`src/rtl/regfile_write_master.sv`:
```
// Single write-port master for the 32x32 register file: arbitrates the pipeline
// writeback against a FIFO of long-latency results, with anti-starvation hold.
module regfile_write_master #(
    parameter int DEPTH        = 4,
    parameter int STARVE_LIMIT = 4
) (
    input  logic                      clock,
    input  logic                      reset,
    input  logic                      wb_en,
    input  logic [4:0]                wb_reg,
    input  logic [31:0]               wb_data,
    output logic                      wb_hold,
    input  logic                      lr_valid,
    output logic                      lr_ready,
    input  logic [4:0]                lr_reg,
    input  logic [31:0]               lr_data,
    input  logic [4:0]                query1,
    input  logic [4:0]                query2,
    output logic                      busy1,
    output logic                      busy2,
    output logic [4:0]                WriteReg,
    output logic [31:0]               WriteData,
    output logic                      RegWrite,
    output logic [$clog2(DEPTH):0]    fifo_count,
    output logic                      err
);

    localparam int AW = $clog2(DEPTH);
    localparam int CW = AW + 1;
    localparam int SW = $clog2(STARVE_LIMIT + 1);
    localparam logic [CW-1:0] DEPTH_C = CW'(DEPTH);
    localparam logic [SW-1:0] LIMIT_C = SW'(STARVE_LIMIT);

    logic [4:0]    fifo_reg_q  [DEPTH];
    logic [4:0]    fifo_reg_d  [DEPTH];
    logic [31:0]   fifo_data_q [DEPTH];
    logic [31:0]   fifo_data_d [DEPTH];
    logic [AW-1:0] rd_ptr_q, rd_ptr_d;
    logic [AW-1:0] wr_ptr_q, wr_ptr_d;
    logic [CW-1:0] count_q, count_d;
    logic [SW-1:0] starve_q, starve_d;
    logic          reg_write_q, reg_write_d;
    logic [4:0]    write_reg_q, write_reg_d;
    logic [31:0]   write_data_q, write_data_d;
    logic          err_q, err_d;

    logic fifo_empty;
    logic wb_req;
    logic wb_win;
    logic violation;
    logic pop;
    logic push;

    // Handshake: a long-latency result transfers on an edge where lr_valid && lr_ready;
    // lr_ready depends on occupancy only, so a same-cycle pop never frees a slot early.
    assign fifo_empty = (count_q == '0);
    assign lr_ready   = (count_q < DEPTH_C);
    assign wb_hold    = (starve_q == LIMIT_C);
    assign wb_req     = wb_en && (wb_reg != 5'd0);
    assign wb_win     = wb_req && !wb_hold;
    assign violation  = wb_req && wb_hold;
    assign pop        = !wb_win && !fifo_empty;
    assign push       = lr_valid && lr_ready && (lr_reg != 5'd0);

    always_comb begin
        fifo_reg_d   = fifo_reg_q;
        fifo_data_d  = fifo_data_q;
        rd_ptr_d     = rd_ptr_q;
        wr_ptr_d     = wr_ptr_q;
        reg_write_d  = 1'b0;
        write_reg_d  = write_reg_q;
        write_data_d = write_data_q;
        starve_d     = '0;
        err_d        = err_q | violation;

        if (wb_win) begin
            reg_write_d  = 1'b1;
            write_reg_d  = wb_reg;
            write_data_d = wb_data;
            // wb can only win below the limit, so the increment saturates by construction
            if (!fifo_empty) begin
                starve_d = starve_q + 1'b1;
            end
        end else if (pop) begin
            reg_write_d  = 1'b1;
            write_reg_d  = fifo_reg_q[rd_ptr_q];
            write_data_d = fifo_data_q[rd_ptr_q];
            rd_ptr_d     = rd_ptr_q + 1'b1;
        end

        if (push) begin
            fifo_reg_d[wr_ptr_q]  = lr_reg;
            fifo_data_d[wr_ptr_q] = lr_data;
            wr_ptr_d              = wr_ptr_q + 1'b1;
        end

        count_d = count_q + CW'(push) - CW'(pop);
    end

    always_comb begin
        busy1 = 1'b0;
        busy2 = 1'b0;
        for (int k = 0; k < DEPTH; k++) begin
            if (CW'(k) < count_q) begin
                if (fifo_reg_q[rd_ptr_q + AW'(k)] == query1) busy1 = 1'b1;
                if (fifo_reg_q[rd_ptr_q + AW'(k)] == query2) busy2 = 1'b1;
            end
        end
        if (reg_write_q && (write_reg_q == query1)) busy1 = 1'b1;
        if (reg_write_q && (write_reg_q == query2)) busy2 = 1'b1;
        if (query1 == 5'd0) busy1 = 1'b0;
        if (query2 == 5'd0) busy2 = 1'b0;
    end

    always_ff @(posedge clock or posedge reset) begin
        if (reset) begin
            for (int i = 0; i < DEPTH; i++) begin
                fifo_reg_q[i]  <= '0;
                fifo_data_q[i] <= '0;
            end
            rd_ptr_q     <= '0;
            wr_ptr_q     <= '0;
            count_q      <= '0;
            starve_q     <= '0;
            reg_write_q  <= 1'b0;
            write_reg_q  <= '0;
            write_data_q <= '0;
            err_q        <= 1'b0;
        end else begin
            fifo_reg_q   <= fifo_reg_d;
            fifo_data_q  <= fifo_data_d;
            rd_ptr_q     <= rd_ptr_d;
            wr_ptr_q     <= wr_ptr_d;
            count_q      <= count_d;
            starve_q     <= starve_d;
            reg_write_q  <= reg_write_d;
            write_reg_q  <= write_reg_d;
            write_data_q <= write_data_d;
            err_q        <= err_d;
        end
    end

    assign RegWrite   = reg_write_q;
    assign WriteReg   = write_reg_q;
    assign WriteData  = write_data_q;
    assign fifo_count = count_q;
    assign err        = err_q;

endmodule

```
`config.mk`:
```
export PLATFORM = sky130hd
export DESIGN_NAME = regfile_write_master
export DESIGN_NICKNAME = d
export VERILOG_FILES = /design/src/rtl/regfile_write_master.sv
export SDC_FILE = /design/constraint.sdc
export NUM_CORES = 1
export LEC_CHECK = 0
export BUFFER_PORTS_ARGS = -buffer_cell sky130_fd_sc_hd__buf_4
export CAP_MARGIN = 30
export CORE_UTILIZATION = 50
export DETAILED_ROUTE_END_ITERATION = 16
export PLACE_DENSITY = 0.74
export SLEW_MARGIN = 20
export SYNTH_ARGS = -nofsm -noshare
export SYNTH_HDL_FRONTEND = slang
export SYNTH_SLANG_ARGS = --single-unit
```
`constraint.sdc`:
```
create_clock -name clock -period 6.5 [get_ports clock]
set_input_delay 1.3 -clock clock [delete_from_list [all_inputs] [get_ports clock]]
set_output_delay 1.3 -clock clock [all_outputs]
set_load 0.03 [all_outputs]
```
-- Word-level counts from Yosys, hierarchy flattened
Index checks and enable logic that the tools add are counted.
- bits in registers: 197
- bits in latches: 0
- memory bits (writable): 0
- bits in read-only memories: 0
- output and inout port bits: 46
- word-level logic and storage cells: 120
- memories: 0
- add/sub/neg operators: 7
- multiply operators: 0
- div/mod/pow operators: 0
- order comparisons: 11
- equal/unequal tests: 11
- shift-type cells: 0
- muxes and demuxes: 49
- bitwise gates (word level): 7
- reductions and logical operators: 19
- operators with widths (kind ; count):
    32-bit 2-to-1 mux ; 5
    128-bit bitwise mux ; 1
    32-bit binary-select mux with 2-bit select ; 1
    32-bit demux with 2-bit select ; 1
    5-bit 2-to-1 mux ; 11
    5-bit equality test ; 10
    5-bit binary-select mux with 2-bit select ; 4
    1-bit 2-to-1 mux ; 22
    20-bit bitwise mux ; 1
    3-bit >= comparator, second input constant ; 5
    2-bit inverter with 3-bit output ; 5
    5-bit demux with 2-bit select ; 1
    5-bit zero test ; 2
    5-bit nonzero test ; 2
    1-bit logical AND ; 9
    1-bit by 3-bit < comparator with 1-bit output, first input constant ; 2
    2-bit by 3-bit < comparator with 1-bit output, first input constant ; 2
    3-bit 2-to-1 mux ; 2
    2-bit by 1-bit adder with 2-bit output, second input constant ; 2
    2-bit adder, second input constant ; 2
    3-bit by 1-bit adder with 3-bit output ; 1
    3-bit by 1-bit adder with 3-bit output, second input constant ; 1
    3-bit equality test, second input constant ; 1
    1-bit zero test ; 3
    other kinds (8) ; 8

-- Logic depth before layout (Yosys ltp)
Gate-level depths: netlist of the first run.
- word-level depth: 15
- depth in mapped cells: 12
- gate-level depth less buffers: 11

-- Worst setup path after synthesis of the first run
OpenSTA, ideal clock, no wires.
- kind: input port to output port
- start point: input query1[0]
- end point: output busy1
- data arrival time: 2.461 ns
- data required time: 5.200 ns
- path slack: 2.739 ns
- stages: 6
- path buffers: 1
- cell sequence: clkbuf_1 xor2_1 nor4_1 nand3_1 o21ai_0 o22a_1
- longest elaborated chain between the ends: 11
- elaborated cells on any way between the ends: 17
- classes of those cells: 5 x eq/ne; 10 x mux; 2 x reduce/logical
- RTL lines (element ; line ; RTL):
    start: declaration ; 17 ; input logic [4:0] query1,
    5-bit equality test ; 105 ; if (fifo_reg_q[rd_ptr_q + AW'(k)] == query1) busy1 = 1'b1;
    1-bit 2-to-1 mux ; 105 ;
    1-bit 2-to-1 mux ; 104 ; if (CW'(k) < count_q) begin
    1-bit 2-to-1 mux ; 105 ;
    1-bit 2-to-1 mux ; 104 ;
    1-bit 2-to-1 mux ; 105 ;
    1-bit 2-to-1 mux ; 104 ;
    1-bit 2-to-1 mux ; 105 ;
    1-bit 2-to-1 mux ; 104 ;
    1-bit 2-to-1 mux ; 109 ; if (reg_write_q && (write_reg_q == query1)) busy1 = 1'b1;
    1-bit 2-to-1 mux (*) ; 111 ; if (query1 == 5'd0) busy1 = 1'b0;
    end: declaration ; 19 ; output logic busy1,
Mark *: on every way between the ends. The rest lies on a longest branch, timed or not.

-- Worst setup path after layout of the first run
- start point: register rd_ptr_q[0]
- end point: output busy1
- longest elaborated chain between the ends: 15
- elaborated cells on any way between the ends: 33
- classes of those cells: 3 x add/sub; 4 x eq/ne; 22 x mux; 4 x bitwise
- RTL lines (element ; line ; RTL):
    start: declaration ; 38 ; logic [AW-1:0] rd_ptr_q, rd_ptr_d;
    start signal: assignment ; 132 ; rd_ptr_q <= rd_ptr_d;
    parallel branches: the longest is 12 deep, another holds 2-bit by 1-bit adder with 2-bit output ; n/a ;
    1-bit 2-to-1 mux (*) ; 104 ;
    1-bit 2-to-1 mux (*) ; 109 ;
    1-bit 2-to-1 mux (*) ; 111 ;
Mark *: on every way between the ends. The select of a mux whose other input is x is not followed.

==> results of run 1 <==
==> metal layers <==
metal  GRT usage, %  vias to the layer above
met1          28.87                     3123
met3          4.657                       16
li1               -                     2746
met4          6.225                        0
met5              0                        -
met2          39.38                      141
==> power by group through the flow <==
| stage | Clock, uW | Combinational (uW) | Sequential (uW) |
|---|---|---|---|
| floorplan | 0 | 2030 | 2370 |
| global placement | 0 | 2750 | 2270 |
| detailed placement | 0 | 2830 | 2340 |
| CTS | 998 | 2850 | 2320 |
| global route | 1050 | 3090 | 2370 |
| finish | 974 | 2860 | 2280 |
==> cells in the mapped netlist, types with 3 or more instances <==
| cell type | count | area [um2] |
|---|---|---|
| buf_2 | 4 | 20.02 |
| inv_1 | 12 | 45.04 |
| xnor2_1 | 30 | 262.8 |
| nand2_1 | 43 | 161.4 |
| buf_1 | 4 | 15.01 |
| dfrtp_1 | 197 | 4930 |
| nand3_1 | 5 | 25.02 |
| mux2_2 | 140 | 1577 |
| xor2_1 | 28 | 245.2 |
| o21ai_0 | 40 | 200.2 |
| nor3_1 | 5 | 25.02 |
| or4_1 | 3 | 22.52 |
| mux2i_1 | 52 | 520.5 |
| buf_4 | 17 | 127.6 |
| nand2_4 | 4 | 45.04 |
| mux2_1 | 8 | 90.09 |
| nand4_1 | 4 | 25.02 |
| mux4_1 | 3 | 78.83 |
| ha_1 | 10 | 125.1 |
| nor4_1 | 6 | 37.54 |
| mux4_2 | 43 | 968.4 |
| clkbuf_1 | 20 | 75.07 |
==> layout by cell type (no fill, tap or decap), drive strengths merged, types with 6 or more instances in the layout <==
cell type  netlist  layout
ha              10      10
mux2i           52      52
inv             12      12
nor4             6       6
clkbuf          20      22
xnor2           30      30
dfrtp          197     197
o21ai           42      42
mux2           148     148
clkinv           0       6
buf             27     140
mux4            46      46
xor2            28      28
nand2           47      47
==> through the flow <==
stage	power [uW]	setup WS [ns]	instance area (um2)
global route	6510	1.783	11500
detailed placement	5177	2.358	10910
global placement	5027	2.404	10910
finish	6114	2.013	11500
floorplan	4397	2.654	9777
CTS	6168	1.906	11460
==> flip-flops by register name, summed over array words and instances, names as in the netlist <==
| name | count |
|---|---|
| fifo_data_q | 128 |
| fifo_reg_q | 20 |
| err | 1 |
| RegWrite | 1 |
| wr_ptr_q | 2 |
| WriteData | 32 |
| rd_ptr_q | 2 |
| fifo_count | 3 |
| starve_q | 3 |
| WriteReg | 5 |
==> logic make-up after synthesis <==
| group | count (synthesis) |
|---|---|
| compound gates | 50 |
| xor+xnor | 58 |
| fa+ha+maj | 11 |
| buf+inv | 59 |
| flops | 197 |
| mux | 246 |
| simple gates | 76 |
==> worst paths after layout <==
kind	startpoint	end	slack, ns	cells after the start
setup / recovery	rd_ptr_q[0]	busy1	2.01	7
hold / removal	starve_q[0]	starve_q[0]	0.48	1
setup reg to reg	starve_q[0]	fifo_count[2]	3.67	12
hold reg to reg	starve_q[0]	starve_q[0]	0.48	1
max in group asynchronous	reset	rd_ptr_q[0]	4.51	4
min in group asynchronous	reset	fifo_data_q[53]	0.94	3
==> final cells by class <==
| class | instances | area, um2 |
|---|---|---|
| flip-flops and latches | 197 | 4935 |
| fillers | 1493 | 7451 |
| inverters | 12 | 48.80 |
| well taps | 260 | 325.3 |
| repair buffers | 140 | 1096 |
| clock inverters | 10 | 75.07 |
| multi-input cells | 441 | 4551 |
| clock buffers | 22 | 474.2 |
==> worst register-to-register path, cell delays in order, from the launching register on <==
cell	delay [ns]
dfrtp_1	0.38
inv_1	0.05
ha_1	0.18
nand2_1	0.11
inv_1	0.09
nor2_4	0.08
buf_4	0.54
nor2_1	0.22
ha_1	0.34
inv_1	0.04
ha_1	0.18
fa_1	0.37
xnor2_1	0.14
==> impl_metrics.toml, run 1 <==
[floorplan]
io_pins = 134
core_um2 = 18960
dieArea_um2 = 20110
dieWidth_um = 141.8
row_count = 50
die_y_um = 141.8
start_util_pct = 51.56

[power_and_ir_drop]
powerDensity_nw_per_um2 = 531.4
swShare_pct = 36.53
p_switching_uw = 2233
p_clk_share_pct = 15.9
pwr-share-comb_pct = 46.7
power_frac_seq_pct = 37.3
p_leak_uw = 0.005050
peakVddDrop_v = 0.0002672
internal_power_uw = 3880

[logic_synthesis]
synth_top_family_by_area = "multiplexers"
ys_seq_elements = 197
synth-edff-count = 0
synth_mux_area_share_pct = 33.09
synth-compound-area-share_pct = 2.804
async_reset_ff_share_pct = 100.0
synth_xor_area_share_pct = 5.198
ys_seq_area_share_pct = 50.44
synth-warning-count = 0
yosys.area_share.simple_pct = 3.854
synthFlopType = "dfrtp_1"
yosysUniqueCellTypes = 35
syn-num-nets = 796
synth_fa_ha_area_share_pct = 1.485
avgSynthCellArea_um2 = 14.02
synth_area_um2 = 9773
syn_inst = 697

[critical_path]
slowest_delay_ns = 0.83
crit_chain = "buf_4, mux4_2, xnor2_1, nand4_1, o21ai_0, o22a_1, buf_4"
crit_path_frequent_cell = "buf_4"
startpoint_type = "register"
critPathKind = "reg -> out"
crit_fanout = 37
cp_top_family = "flip-flops"
crit_slowest_cell = "dfrtp_4"
critPathCaptureType = "output port"
critPathBufInv = 2
cp.required_ns = 5.20
critical_path_arrival_ns = 3.19

[detailed_routing]
wl_met2_um = 10890
drtIter0Drc = 259
dr_wl_met3_um = 978
avgViaCountPerCell = 5.569
antenna_left = 0
drc = 0
top_layer = "met4"
m1WireLength_um = 9006
drt_wl_total_um = 21130
vias = 6026
firstDrtPassIters = 4
wl_per_cell_um = 19.53

[clocking]
cts_resized = 0
cts_tree = "built"
clkTransAtPathRegs_ns = 0.07
numCtsBuffers = 17
root_buffer = "clkbuf_16"
postCtsHoldBufs = 0
clk_latency_ns = 0.43
post_cts_buffers = 0
cts_buffer_depth = 2
htree_levels = 4
clock_sinks = 197

[timing]
slew-limit-headroom_pct = 50.71
drv_slew = 0
clock-skew-final_ns = 0.01680
period_needed_ns = 4.487
rsz0062_at_grt = "no"
finalSetupViolCount = 0
tightest_slew_ns = 0.7393
fin_tns_setup_ns = 0
hold_viol_final = 0
fin_crit_sh_pct = 69.03
fmax_mhz = 222.9
hold_ws_ns = 0.4830

[flow_run]
maxCapViolCount = 0

[outcome]
outcome = "finished, final reports clean"

[cells_and_area]
antenna_cells = 0
final_nets = 908
drive_above_1_share_pct = 44.04
area.growth.synth_to_final_pct = 17.72
fin_cells = 1082
finalCoreUtilization_pct = 60.69

[placement]
gp_congestion = 0.8785
dp_cells = 1048
port_buffers = 133
dp_hpwl_um = 14010

[global_route]
grt_first_pass_wirelength_um = 34680
antenna_found_initial = 0
grt_pass1_vias = 6644
grt_start_max_net_pins = 198
overflow = 0
grt_usage_pct = 22.67

[hold_path]
worstHoldPathType = "reg -> reg"
Power figures use the tool's default switching activity.
==> inputs of run 2 (changes only) <==
--- a/config.mk
+++ b/config.mk
@@ -9,7 +9,7 @@
 export CAP_MARGIN = 30
 export CORE_UTILIZATION = 50
 export DETAILED_ROUTE_END_ITERATION = 16
-export PLACE_DENSITY = 0.74
+export PLACE_DENSITY = 0.71
 export SLEW_MARGIN = 20
 export SYNTH_ARGS = -nofsm -noshare
 export SYNTH_HDL_FRONTEND = slang
==> constraint.sdc (replaced) <==
create_clock -name clock -period 4.7 [get_ports clock]
set_input_delay 0.94 -clock clock [delete_from_list [all_inputs] [get_ports clock]]
set_output_delay 0.94 -clock clock [all_outputs]
set_load 0.03 [all_outputs]
==> run 2 against run 1 <==
  * Clock skew decreased by 0.0058 ns
  * Sequential power rose by 39%
  * Design area is essentially flat
  * Total power up 39%
==> impl_metrics.toml, run 2 (synthesis results as in run 1) <==
[clocking]
cts_buffer_depth = 2
cts_resized = 0
numCtsBuffers = 17
root_buffer = "clkbuf_16"
cts_tree = "built"
clk_latency_ns = 0.43
htree_levels = 4
clock_sinks = 197
post_cts_buffers = 0
postCtsHoldBufs = 0
clkTransAtPathRegs_ns = 0.07

[cells_and_area]
finalCoreUtilization_pct = 60.73
final_cell_mix = "dfrtp_1 (195), mux2_2 (140), buf_4 (140)"
drive_above_1_share_pct = 44.28
final_nets = 909
area.growth.synth_to_final_pct = 17.80
multi_input_area_um2 = 4551
seq_area_um2 = 4935
largest_reg_flops = 128
layout_commonest_cell = "dfrtp_1"
antenna_cells = 0
regMostFlops = "fifo_data_q"
fin_cells = 1082
fillers = 1507

[hold_path]
worstHoldPathType = "in -> async"

[critical_path]
crit_fanout = 25
critPathBufInv = 1
critical_path_arrival_ns = 3.02
startpoint_type = "register"
cp_top_family = "flip-flops"
critPathKind = "reg -> out"
crit_slowest_cell = "dfrtp_4"
slowest_delay_ns = 0.68
critPathCaptureType = "output port"
crit_chain = "mux4_2, xor2_1, nor4_1, o21ai_1, o311ai_1, o22a_1, buf_4"
cp.required_ns = 3.76

[detailed_routing]
vias = 6041
wl_per_cell_um = 19.79
drtIter0Drc = 250
antenna_left = 0
firstDrtPassIters = 4
drt_wl_total_um = 21410
avgViaCountPerCell = 5.583
drc = 0

[power_and_ir_drop]
p_leak_uw = 0.005063
p_clk_share_pct = 16.7
power_frac_seq_pct = 37.1
pwr-share-comb_pct = 46.2
peakVddDrop_v = 0.0003576
powerDensity_nw_per_um2 = 739.5
p_switching_uw = 3095
swShare_pct = 36.36
internal_power_uw = 5418

[floorplan]
row_count = 50
dieArea_um2 = 20110
start_util_pct = 51.56
io_pins = 134
dieWidth_um = 141.8
core_um2 = 18960
die_y_um = 141.8

[timing]
slew-limit-headroom_pct = 49.55
hold_ws_ns = 0.4049
fmax_mhz = 252.8
finalSetupViolCount = 0
fin_tns_setup_ns = 0
hold_viol_final = 0
rsz0062_at_grt = "no"
fin_crit_sh_pct = 84.16
clock-skew-final_ns = 0.01102
tightest_slew_ns = 0.7568
drv_slew = 0
period_needed_ns = 3.955

[placement]
dp_cells = 1051
dp_hpwl_um = 14310
gp_congestion = 0.8923
port_buffers = 133

[global_route]
grt_start_max_net_pins = 105
grt_first_pass_wirelength_um = 35060
grt_pass1_vias = 6648
antenna_found_initial = 0
grt_usage_pct = 22.96
overflow = 0

[outcome]
outcome = "finished, final reports clean"

[flow_run]
maxCapViolCount = 0
run 2: changes by cell type in the layout (fill, tap and decap cells not counted), sizes merged:
cell,change
buf,+1
bufinv,+1
clkbuf,-2
clkinv,-1
clkinvlp,-2
inv,+3
run 2: path summary, 6_finish.rpt:
path / startpoint / endpoint / slack, ns / cells after the start
min in group clock: err / err / 0.48 / 1
hold / removal: reset / WriteData[21] / 0.40 / 2
max in group asynchronous: reset / rd_ptr_q[0] / 3.38 / 3
setup reg to reg: fifo_count[2] / fifo_count[2] / 2.21 / 8
setup / recovery: rd_ptr_q[0] / busy1 / 0.74 / 7
hold reg to reg: err / err / 0.48 / 1
run 2: power groups by stage:
| stage | Combinational [uW] | Sequential (uW) | Clock, uW |
|---|---|---|---|
| after floorplan | 2810 | 3280 | 0 |
| after global placement | 3870 | 3110 | 0 |
| after detailed placement | 3970 | 3190 | 0 |
| after CTS | 3990 | 3160 | 1470 |
| after global routing | 4260 | 3280 | 1540 |
| final | 3930 | 3160 | 1420 |
run 2: final cells by class:
| cell class | count | share of cell area (%) |
|---|---|---|
| clock buffers | 20 | 4.054 |
| clock inverters | 11 | 0.9999 |
| inverters | 12 | 0.4239 |
| multi-input cells | 441 | 39.53 |
| flip-flops and latches | 197 | 42.86 |
| well taps | 260 | 2.826 |
| repair buffers | 141 | 9.303 |
run 2: stage by stage:
step	setup WS, ns	total power, uW	area, um2
floorplan	1.214	6080	9777
global placement	1.212	6971	10930
detailed placement	1.256	7163	10930
CTS	0.7760	8615	11510
global route	0.5975	9071	11510
finish	0.7446	8513	11510
run 2: metal layers:
layer / wire (um) / up-vias / global-route usage, %
li1: - / 2757 / -
met1: 9145 / 3124 / 29.46
met2: 11040 / 135 / 39.31
met3: 927 / 25 / 5.130
met4: 304 / 0 / 6.282
met5: 0 / - / 0
run 2: worst register-to-register path, cell delays in order (launching register included):
cell	delay, ns
dfrtp_1	0.43
inv_1	0.19
o311a_1	0.59
inv_1	0.11
ha_1	0.30
inv_1	0.04
ha_1	0.19
fa_1	0.39
xnor2_1	0.14
